<file path="config.mk">
export PLATFORM = sky130hd
export DESIGN_NAME = fetch_instr_queue
export DESIGN_NICKNAME = d
export VERILOG_FILES = /design/src/rtl/fetch_instr_queue.sv
export SDC_FILE = /design/constraint.sdc
export NUM_CORES = 1
export LEC_CHECK = 0
export BUFFER_PORTS_ARGS = -buffer_cell sky130_fd_sc_hd__buf_2
export CAP_MARGIN = 20
export CORE_UTILIZATION = 35
export DETAILED_ROUTE_END_ITERATION = 10
export PLACE_DENSITY = 0.55
export REMOVE_ABC_BUFFERS = 1
export SLEW_MARGIN = 25
export SYNTH_ARGS = -nofsm -noshare
export SYNTH_HDL_FRONTEND = slang
export SYNTH_SLANG_ARGS = --single-unit
</file>
<file path="constraint.sdc">
create_clock -name clk -period 4.8 [get_ports clk]
set_clock_uncertainty 0.05 [all_clocks]
set_input_delay 0.48 -clock clk [delete_from_list [all_inputs] [get_ports clk]]
set_output_delay 0.48 -clock clk [all_outputs]
set_load 0.005 [all_outputs]
</file>
<file path="src/rtl/fetch_instr_queue.sv">
// fetch_instr_queue: fetch-to-decode instruction FIFO with flush
module fetch_instr_queue #(
  parameter int DEPTH = 4,
  parameter int XLEN = 32
) (
  input  logic                     clk,
  input  logic                     reset,
  input  logic                     flush,
  input  logic                     in_valid,
  output logic                     in_ready,
  input  logic [XLEN-1:0]          in_pc,
  input  logic [XLEN-1:0]          in_instr,
  output logic                     out_valid,
  input  logic                     out_ready,
  output logic [XLEN-1:0]          out_pc,
  output logic [XLEN-1:0]          out_instr,
  output logic [$clog2(DEPTH):0]   count
);
  localparam int AW = $clog2(DEPTH);
  localparam logic [AW:0] FULL = (AW+1)'(DEPTH);
  logic [AW-1:0] rd_ptr, wr_ptr;
  logic [XLEN-1:0] pc_mem [DEPTH];
  logic [XLEN-1:0] instr_mem [DEPTH];
  logic push, pop;
  assign in_ready = count != FULL;
  assign out_valid = count != '0;
  assign push = in_valid & in_ready;
  assign pop = out_valid & out_ready;
  assign out_pc = out_valid ? pc_mem[rd_ptr] : '0;
  assign out_instr = out_valid ? instr_mem[rd_ptr] : '0;
  always_ff @(posedge clk) begin
    if (reset || flush) begin
      rd_ptr <= '0;
      wr_ptr <= '0;
      count <= '0;
    end else begin
      if (push) wr_ptr <= wr_ptr + 1'b1;
      if (pop) rd_ptr <= rd_ptr + 1'b1;
      count <= (push && !pop) ? count + 1'b1 : (pop && !push) ? count - 1'b1 : count;
    end
  end
  always_ff @(posedge clk) begin
    if (push) begin
      pc_mem[wr_ptr] <= in_pc;
      instr_mem[wr_ptr] <= in_instr;
    end
  end
  always_ff @(posedge clk) begin
    if (!reset) begin
      assert (count <= FULL);
      assert (count[AW-1:0] == AW'(wr_ptr - rd_ptr));
    end
  end
endmodule
</file>
Yosys cells after proc, flatten, opt, wreduce, memory -nomap -nowiden

Memories as Yosys holds them, arrays and structs flattened. A register that Yosys moved wholly into a read port is not among the register bits.
Cells that the tools add are included.

Bits in registers: 7
Word-level logic and storage cells: 29
Memories: 2
Bits in writable memories: 256

Mux-type cells: 10
Bitwise logic cells: 2
Add/sub/neg operators: 4
Reduce and logical (&&, ||, !) cells: 7
Equality and inequality tests: 1

Memory list:

| memory    | words | width | read ports | clocked after memory_dff | write ports | RTL line | source |
|---|---|---|---|---|---|---|---|
| instr_mem | 4     | 32    | 1          | 1                        | 1           | 23       | `logic [XLEN-1:0] instr_mem [DEPTH];` |
| pc_mem    | 4     | 32    | 1          | 1                        | 1           | 22       | `logic [XLEN-1:0] pc_mem [DEPTH];` |

Operators by type and width:

| operator              | count |
|---|---|
| $mux W32              | 2 |
| $mux W2               | 4 |
| $mux W3               | 2 |
| $add A2 B1 Y2 const B | 2 |
| $add A3 B1 Y3 const B | 1 |
| $ne A3 B3 Y1 const B  | 1 |
| $reduce_bool A3 Y1    | 1 |
| $sub A3 B1 Y3 const B | 1 |
| $and A1 B1 Y1         | 2 |
| $logic_and A1 B1 Y1   | 2 |
| $logic_not A1 Y1      | 2 |
| $mux W1               | 2 |
| $reduce_bool A2 Y1    | 1 |
| $logic_or A1 B1 Y1    | 1 |

Logic depth before layout (Yosys ltp)

Gate-level depths: netlist of the first run.

Depth in word-level cells: 6
Gate-level depth with buffers: 9

Worst setup path before layout of the first run

OpenSTA, ideal clock, no wires.

Path type: register to register
From: reg count[0]
To: reg count[2]
Arrival time: 2.100 ns
Setup time: 0.070 ns
Buffers on the path: 1
Clock period less this slack: 2.220 ns
Required time: 4.680 ns
Path slack: 2.580 ns
Cell stages (with the launch flop): 10
Cell sequence: dfxtp_1 > or3b_1 > buf_6 > and2_4 > ha_1 > inv_1 > fa_1 > xor2_1 > or3_2 > a21oi_1

Word-level cells in the longest chain between the ends: 5

RTL lines:

| element                      | RTL line | source |
|---|---|---|
| start: declaration           | 17       | `output logic [$clog2(DEPTH):0] count` |
| start signal: assignment     | 39       | `count <= (push && !pop) ? count + 1'b1 : (pop && !push) ? count - 1'b1 : count;` |
| $ne A3 B3 Y1 *               | 25       | `assign in_ready = count != FULL;` |
| via in_ready                 | 10       | `output logic in_ready,` |
| $and A1 B1 Y1 *              | 27       | `assign push = in_valid & in_ready;` |
| via push                     | 24       | `logic push, pop;` |
| $logic_not A1 Y1             | 39       |  |
| $logic_and A1 B1 Y1          | 39       |  |
| $reduce_bool A2 Y1 (no line) | -        |  |

Mark *: on every way through the listed nets, which the timed path passes. The rest lies on a longest branch. The select of a mux whose other input is x is not followed.
A chain may end at the register's enable or synchronous reset.

==> results of run 1 <==
[per-layer routing]
layer | GRT usage | vias to the layer above | part of all wire
met2 | 0.225 | 133 | 0.48
li1 | - | 2160 | -
met3 | 0.0391 | 36 | 0.068
met5 | 0 | - | 0.0028
met4 | 0.0381 | 8 | 0.017
met1 | 0.173 | 2510 | 0.43
[cells in the mapped netlist, drive strengths merged]
master | count | area [sq um]
ha | 5 | 62.6
or3b | 1 | 8.76
o31ai | 2 | 20.0
and2 | 65 | 409
a21oi | 1 | 5.00
dfxtp | 9 | 180
nor2 | 6 | 22.5
fa | 1 | 20.0
nand2 | 1 | 3.75
or2 | 1 | 6.26
mux4 | 64 | 1440
xor2 | 4 | 35.0
or3 | 2 | 13.8
mux2i | 1 | 10.0
edfxtp | 256 | 7690
inv | 3 | 11.3
o21ai | 2 | 10.0
buf | 14 | 120
and3 | 4 | 30.0
clkbuf | 9 | 35.0
o311ai | 1 | 8.76
nand4 | 2 | 12.5
[state kept, by name, indices dropped and copies added (netlist names), named ones only]
register,cells
instr_mem,128
wr_ptr,2
count,3
pc_mem,128
rd_ptr,2
[through the flow]
step                cells   util  power [mW]  setup WS [ps]
finish               1008  0.437        5.32           1670
CTS                  1005  0.436        5.40           1550
global route         1006  0.437        5.52           1430
floorplan             431      -        2.93            728
detailed placement    954  0.402        3.17           2120
global placement      949  0.398        3.15           1940
[cells by family after synthesis]
family / after synthesis / synth area share
xor+xnor: 4 / 0.00345
mux: 65 / 0.143
simple gates: 82 / 0.0499
buf+inv: 26 / 0.0164
compound gates: 6 / 0.00431
fa+ha+maj: 6 / 0.00813
flops: 265 / 0.775
[worst reg2reg max path, cell delays in order, from the launching register on]
cell,delay (ps)
sky130_fd_sc_hd__dfxtp_1,480
sky130_fd_sc_hd__or3b_1,320
sky130_fd_sc_hd__and2_4,210
sky130_fd_sc_hd__ha_1,180
sky130_fd_sc_hd__inv_1,60
sky130_fd_sc_hd__fa_1,370
sky130_fd_sc_hd__xor2_1,170
sky130_fd_sc_hd__or3_2,420
sky130_fd_sc_hd__a21oi_1,160
[cell usage in the layout, fill, tap and decap left out, drive strengths merged]
cell / Yosys / final
a21oi: 1 / 1
and2: 65 / 65
and3: 4 / 4
buf: 14 / 146
bufinv: 0 / 5
clkbuf: 9 / 33
clkinv: 0 / 10
clkinvlp: 0 / 2
dfxtp: 9 / 9
diode: 0 / 2
edfxtp: 256 / 256
fa: 1 / 1
ha: 5 / 5
inv: 3 / 4
mux2i: 1 / 1
mux4: 64 / 64
nand2: 1 / 1
nand4: 2 / 2
nor2: 6 / 6
o21ai: 2 / 2
o311ai: 1 / 1
o31ai: 2 / 2
or2: 1 / 1
or3: 2 / 2
or3b: 1 / 1
xor2: 4 / 4
[path summary, 6_finish.rpt]
check | from | endpoint | slack, ps | cells after the start
worst max-delay path | register | out_instr[15] | 1670 | 5
worst min register to register | wr_ptr[0] | wr_ptr[0] | 470 | 2
worst min-delay path | in_pc[7] | pc_mem[2][7] | 120 | 1
worst max register to register | count[0] | count[2] | 2300 | 8
[power groups by stage]
stage                     clock [mW]  combinational, mW  sequential, mW
final                           2.22              0.453            2.65
after global placement             0              0.442            2.70
after CTS                       2.27              0.473            2.65
after global routing            2.36              0.508            2.66
after detailed placement           0              0.469            2.70
after floorplan                    0              0.228            2.70
[cell type report]
type | count | area, sq um | area share
diodes | 2 | 5.00 | 0.000407
multi-input cells | 163 | 2140 | 0.174
inverters | 3 | 11.3 | 0.000915
clock buffers | 33 | 741 | 0.0602
flip-flops and latches | 265 | 7880 | 0.640
repair buffers | 146 | 836 | 0.0679
well taps | 378 | 473 | 0.0384
clock inverters | 18 | 224 | 0.0182
==> impl_metrics.prom, run 1 <==
# TYPE chip_impl_metric gauge
chip_impl_metric{name="number_of_gates_resized_after_cts",unit=""} 0
chip_impl_metric{name="crit_fanout",unit=""} 26
chip_impl_metric{name="routed_wire_length_per_instance",unit="um"} 19.4
chip_impl_metric{name="ys_warn_count",unit=""} 0
chip_impl_metric{name="cts.htree.levels",unit=""} 1
chip_impl_metric{name="drive_gt1_frac",unit=""} 0.424
chip_impl_metric{name="coreArea",unit="sq um"} 28200
chip_impl_metric{name="die-area",unit="sq um"} 29700
chip_impl_metric{name="critical-path-max-stage-delay",unit="ps"} 670
chip_impl_info{name="worstPathCellList",value="buf_16, buf_4, mux4_2, and2_1, buf_2"} 1
chip_impl_metric{name="timing.final.crit_share",unit=""} 0.651
chip_impl_metric{name="floorplan.rows",unit=""} 61
chip_impl_metric{name="router_iterations_before_antenna_repair",unit=""} 4
chip_impl_info{name="setup.worst_path.start_class",value="register"} 1
chip_impl_metric{name="cts_post_setup_buffers_inserted",unit=""} 0
chip_impl_metric{name="num_io_pins",unit=""} 138
chip_impl_metric{name="cellPowerDensity",unit="nW/um^2"} 433
chip_impl_info{name="status",value="completed"} 1
chip_impl_metric{name="maxCapViolCount",unit=""} 0
chip_impl_metric{name="clock_insertion_delay_worst_skew",unit="ps"} 520
chip_impl_metric{name="total_switching_power",unit="mW"} 1.11
chip_impl_metric{name="slew_viol_final",unit=""} 0
chip_impl_metric{name="sw_frac_of_total",unit=""} 0.209
chip_impl_metric{name="cell_area_after_layout",unit="sq um"} 12300
chip_impl_metric{name="clk_path_buf_depth",unit=""} 3
chip_impl_metric{name="power_frac_seq",unit=""} 0.497
chip_impl_metric{name="floorplan.die.height",unit="um"} 172
chip_impl_metric{name="finalWeightedCongestion",unit=""} 0.728
chip_impl_metric{name="first_global_vias",unit=""} 5266
chip_impl_metric{name="min_period",unit="ps"} 3130
chip_impl_metric{name="postSynthRegisterBits",unit=""} 265
chip_impl_metric{name="clock_power_share",unit=""} 0.418
chip_impl_metric{name="starting_density",unit=""} 0.361
chip_impl_metric{name="part_of_the_power_in_combinational_logic",unit=""} 0.085
chip_impl_metric{name="nNetsFinal",unit=""} 682
chip_impl_info{name="critPathTopFamily",value="buffers and inverters"} 1
chip_impl_metric{name="area.growth.synth_to_final",unit="%"} 21.1
chip_impl_metric{name="grt_use_total",unit=""} 0.136
chip_impl_metric{name="dp_hpwl",unit="mm"} 11.5
chip_impl_metric{name="worst_ir_drop_vdd",unit="V"} 0.000219
chip_impl_metric{name="ant_nets",unit=""} 0
chip_impl_metric{name="residual_overflow_from_global_routing",unit=""} 0
chip_impl_metric{name="worst_ep_arrival_time",unit="ps"} 2600
chip_impl_info{name="rsz0062_at_grt",value="no"} 1
chip_impl_metric{name="synth_cell_type_count",unit=""} 27
chip_impl_metric{name="setup-violations-final",unit=""} 0
chip_impl_metric{name="io_buffer_count",unit=""} 137
chip_impl_metric{name="synthesis.area",unit="sq um"} 10200
chip_impl_metric{name="worst_path_required_time",unit="ps"} 4270
chip_impl_metric{name="clkTransAtPathRegs",unit="ps"} 60
chip_impl_metric{name="drc",unit=""} 0
chip_impl_metric{name="num-fill-cells",unit=""} 2427
chip_impl_metric{name="antenna_found_initial",unit=""} 6
chip_impl_metric{name="synth_cells",unit=""} 454
chip_impl_metric{name="syn_avg_cell_area",unit="sq um"} 22.4
chip_impl_metric{name="post_cts_hold_buffer_count",unit=""} 0
chip_impl_metric{name="worstPathBufferInverterCount",unit=""} 3
chip_impl_info{name="cts_root_buffer",value="sky130_fd_sc_hd__clkbuf_16"} 1
chip_impl_metric{name="grt_max_degree",unit=""} 66
chip_impl_metric{name="post_drt_via_cell_ratio",unit=""} 4.81
chip_impl_metric{name="grt_first_pass_wirelength",unit="mm"} 29.9
chip_impl_info{name="cp-end-kind",value="output pin"} 1
chip_impl_metric{name="tritoncts.num_buffers",unit=""} 28
chip_impl_metric{name="total_number_of_clock_tree_sinks",unit=""} 265
chip_impl_metric{name="instance_area_after_placement",unit="sq um"} 11300
chip_impl_metric{name="finalWirelength",unit="mm"} 19.5
chip_impl_info{name="worst-setup-path-type",value="register to output pin"} 1
chip_impl_metric{name="worst_rel_slew_slack",unit=""} 0.557
chip_impl_metric{name="drtIter0Drc",unit=""} 267
chip_impl_metric{name="tightestPinTransition",unit="ps"} 664
chip_impl_metric{name="power.internal",unit="mW"} 4.21
chip_impl_info{name="cpMaxStageDelayCell",value="sky130_fd_sc_hd__dfxtp_4"} 1
chip_impl_info{name="holdCritPathClass",value="input pin to register"} 1
chip_impl_metric{name="worst_hold_slack",unit="ps"} 116
chip_impl_metric{name="clock.fmax",unit="GHz"} 0.320
chip_impl_metric{name="synth-seq-area-share",unit=""} 0.775
chip_impl_metric{name="routed-via-count",unit=""} 4847
chip_impl_metric{name="die_x",unit="um"} 172
chip_impl_info{name="tritoncts",value="yes"} 1
chip_impl_metric{name="hold_viol_final",unit=""} 0
chip_impl_metric{name="power.static_leakage",unit="nW"} 4.22
chip_impl_metric{name="setup_total_negative_slack",unit="ps"} 0
Note: power is estimated with default switching activity, not from simulation.
==> run 2, diff against run 1 <==
- clock period: 4.8 -> 2.9 ns (I/O delays scaled with it)
==> run 2 against run 1 <==
Critical path depth decreased by 1. Worst setup slack got worse by 1400 ps. Sequential cell count is the same. Sequential share of layout area is 3.1 points lower. Critical path type unchanged.
==> impl_metrics.prom, run 2 (same netlist as run 1, synthesis figures left out) <==
# TYPE chip_impl_metric gauge
chip_impl_metric{name="tightestPinTransition",unit="ps"} 694
chip_impl_metric{name="cellPowerDensity",unit="nW/um^2"} 675
chip_impl_metric{name="floorplan.die.height",unit="um"} 172
chip_impl_metric{name="power.static_leakage",unit="nW"} 4.50
chip_impl_metric{name="total_switching_power",unit="mW"} 1.85
chip_impl_metric{name="worst_rel_slew_slack",unit=""} 0.537
chip_impl_metric{name="grt.met3_usage",unit=""} 0.0284
chip_impl_metric{name="slew_viol_final",unit=""} 0
chip_impl_metric{name="total_number_of_clock_tree_sinks",unit=""} 265
chip_impl_info{name="setup.worst_path.start_class",value="register"} 1
chip_impl_info{name="most_common_cell_after_layout_fill_and_taps_aside",value="sky130_fd_sc_hd__edfxtp_1"} 1
chip_impl_metric{name="part_of_the_power_in_combinational_logic",unit=""} 0.094
chip_impl_info{name="worstPathCellList",value="buf_12, mux4_2, and2_1, buf_2"} 1
chip_impl_info{name="rsz0062_at_grt",value="no"} 1
chip_impl_info{name="layout_top_registers",value="instr_mem x128, pc_mem x128, count x3"} 1
chip_impl_metric{name="clk_path_buf_depth",unit=""} 3
chip_impl_metric{name="floorplan.rows",unit=""} 61
chip_impl_metric{name="setup-violations-final",unit=""} 0
chip_impl_metric{name="routed_wire_length_per_instance",unit="um"} 18.8
chip_impl_info{name="holdCritPathClass",value="input pin to register"} 1
chip_impl_metric{name="hold_viol_final",unit=""} 0
chip_impl_metric{name="groute.layer.met2.usage",unit=""} 0.240
chip_impl_metric{name="routed-via-count",unit=""} 5088
chip_impl_metric{name="drtIter0Drc",unit=""} 235
chip_impl_metric{name="dp_hpwl",unit="mm"} 11.9
chip_impl_metric{name="critical-path-max-stage-delay",unit="ps"} 570
chip_impl_metric{name="num-fill-cells",unit=""} 2399
chip_impl_metric{name="clock.fmax",unit="GHz"} 0.379
chip_impl_metric{name="grt_use_total",unit=""} 0.139
chip_impl_metric{name="finalWirelength",unit="mm"} 20.2
chip_impl_metric{name="router_iterations_before_antenna_repair",unit=""} 4
chip_impl_metric{name="residual_overflow_from_global_routing",unit=""} 0
chip_impl_metric{name="power.internal",unit="mW"} 6.88
chip_impl_metric{name="numPlacedInstances",unit=""} 960
chip_impl_metric{name="drive_gt1_frac",unit=""} 0.383
chip_impl_metric{name="final_cells",unit=""} 1076
chip_impl_metric{name="post_drt_via_cell_ratio",unit=""} 4.73
chip_impl_metric{name="clkTransAtPathRegs",unit="ps"} 60
chip_impl_info{name="worst_hold_path.endpoint",value="wr_ptr[0]"} 1
chip_impl_metric{name="drc",unit=""} 0
chip_impl_info{name="tritoncts",value="yes"} 1
chip_impl_metric{name="finalWeightedCongestion",unit=""} 0.705
chip_impl_metric{name="count_of_cells_along_the_worst_register_to_register_path",unit=""} 8
chip_impl_metric{name="io_buffer_count",unit=""} 137
chip_impl_metric{name="grt.met1_usage",unit=""} 0.178
chip_impl_metric{name="power.total",unit="mW"} 8.72
chip_impl_metric{name="grt_first_pass_wirelength",unit="mm"} 31.0
chip_impl_metric{name="tritoncts.num_buffers",unit=""} 29
chip_impl_info{name="r2r-start",value="count[0]"} 1
chip_impl_info{name="status",value="completed"} 1
chip_impl_metric{name="maxCapViolCount",unit=""} 0
chip_impl_info{name="timing.hold.worst.start",value="flush"} 1
chip_impl_metric{name="grt_max_degree",unit=""} 66
chip_impl_info{name="critPathTopFamily",value="flip-flops"} 1
chip_impl_metric{name="first_global_vias",unit=""} 5597
chip_impl_info{name="grt_busiest_layer",value="met2"} 1
chip_impl_info{name="cpMaxStageDelayCell",value="sky130_fd_sc_hd__dfxtp_4"} 1
chip_impl_metric{name="whs_path_depth",unit=""} 4
chip_impl_metric{name="antenna_found_initial",unit=""} 1
chip_impl_info{name="worst-setup-path-type",value="register to output pin"} 1
chip_impl_metric{name="crit_fanout",unit=""} 29
chip_impl_metric{name="timing.final.crit_share",unit=""} 0.909
chip_impl_metric{name="worst_ep_arrival_time",unit="ps"} 2300
chip_impl_metric{name="reg2reg_setup_slack",unit="ps"} 420
chip_impl_metric{name="area.growth.synth_to_final",unit="%"} 27.4
chip_impl_metric{name="cts.htree.levels",unit=""} 1
chip_impl_metric{name="nNetsFinal",unit=""} 752
chip_impl_metric{name="die-area",unit="sq um"} 29700
chip_impl_info{name="regToRegEndpoint",value="count[2]"} 1
chip_impl_metric{name="die_x",unit="um"} 172
chip_impl_metric{name="num_io_pins",unit=""} 138
chip_impl_info{name="cp-end-kind",value="output pin"} 1
chip_impl_metric{name="sw_frac_of_total",unit=""} 0.212
chip_impl_metric{name="starting_density",unit=""} 0.361
chip_impl_metric{name="coreArea",unit="sq um"} 28200
chip_impl_metric{name="number_of_gates_resized_after_cts",unit=""} 0
chip_impl_metric{name="clock_power_share",unit=""} 0.404
chip_impl_metric{name="ant_nets",unit=""} 0
chip_impl_metric{name="worstPathBufferInverterCount",unit=""} 2
chip_impl_metric{name="worst_ir_drop_vdd",unit="V"} 0.000331
chip_impl_metric{name="setup_total_negative_slack",unit="ps"} 0
chip_impl_metric{name="min_period",unit="ps"} 2640
chip_impl_info{name="layout.cells.most_common_list",value="256 x sky130_fd_sc_hd__edfxtp_1, 137 x sky130_fd_sc_hd__buf_2, 64 x sky130_fd_sc_hd__mux4_2, 64 x sky130_fd_sc_hd__and2_1, 64 x sky130_fd_sc_hd__dlygate4sd3_1"} 1
chip_impl_info{name="cts_root_buffer",value="sky130_fd_sc_hd__clkbuf_16"} 1
chip_impl_metric{name="power_frac_seq",unit=""} 0.502
chip_impl_metric{name="clock_insertion_delay_worst_skew",unit="ps"} 530
chip_impl_metric{name="worst_path_required_time",unit="ps"} 2560
-- run 2: cell count changes in the layout (fill, tap and decap cells not counted), moves of 2 or more --
| cell | before | now |
|---|---|---|
| sky130_fd_sc_hd__clkbuf_1 | 4 | 6 |
| sky130_fd_sc_hd__clkinv_1 | 2 | 4 |
| sky130_fd_sc_hd__clkinv_2 | 8 | 6 |
| sky130_fd_sc_hd__dlygate4sd3_1 | 0 | 64 |
| sky130_fd_sc_hd__clkinvlp_4 | 2 | 0 |
| sky130_fd_sc_hd__buf_4 | 3 | 7 |
| sky130_fd_sc_hd__bufinv_16 | 5 | 3 |
| sky130_fd_sc_hd__buf_12 | 5 | 7 |
-- run 2: layout make-up --
class	count	area (sq um)	share of cell area
antenna	1	2.50	0.000193
clock buffer	36	762	0.0589
clock inverter	15	153	0.0118
inverter	3	11.3	0.000871
multi-input combinational	163	2140	0.165
sequential	265	7880	0.609
tap	378	473	0.0366
timing repair buffer	215	1520	0.117
-- run 2: timing repair --
| action | CTS | global route |
|---|---|---|
| buffers inserted | 0 | 0 |
| hold endpoints to repair | 256 | 0 |
| hold buffers | 64 | 0 |
-- run 2: through the flow --
step	setup slack [ps]	util	hold WS, ps	area [sq um]
after floorplan	-982	-	339	10000
after global placement	585	0.404	444	11400
after detailed placement	464	0.404	458	11400
after CTS	195	0.459	22.2	12900
after global routing	101	0.459	72.2	12900
final	264	0.459	56.6	12900
-- run 2: worst max path at each step --
stage | from | endpoint | slack, ps | cells after the start
2_1_floorplan | register | out_instr[0] | -980 | 2
4_1_cts | register | out_instr[9] | 190 | 4
3_3_place_gp | count[0] | count[2] | 590 | 8
5_1_grt | register | out_instr[31] | 100 | 4
6_report | register | out_instr[9] | 260 | 4
3_5_place_dp | count[0] | count[2] | 460 | 8
-- run 2: worst register-to-register path, cell delays in order, from the launching register on --
cell and delay (ps):
sky130_fd_sc_hd__dfxtp_1 470, sky130_fd_sc_hd__or3b_1 310, sky130_fd_sc_hd__and2_4 210, sky130_fd_sc_hd__ha_1 190
sky130_fd_sc_hd__inv_1 70, sky130_fd_sc_hd__fa_1 380, sky130_fd_sc_hd__xor2_1 170, sky130_fd_sc_hd__or3_2 410
sky130_fd_sc_hd__a21oi_1 150
-- run 2: power groups by stage --
stage                     clock, mW  sequential (mW)  combinational [mW]
after floorplan                   0             4.47               0.378
after global placement            0             4.45               0.758
after detailed placement          0             4.46               0.775
after CTS                      3.63             4.38               0.850
after global routing           3.75             4.39               0.920
final                          3.52             4.38               0.822
-- run 2: routing by layer --
layer / share of wire / up-vias / wire, um
met3: 0.048 / 39 / 975
met2: 0.49 / 119 / 9890
met4: 0.020 / 0 / 401
li1: - / 2293 / -
met1: 0.44 / 2637 / 8920
met5: 0 / - / 0
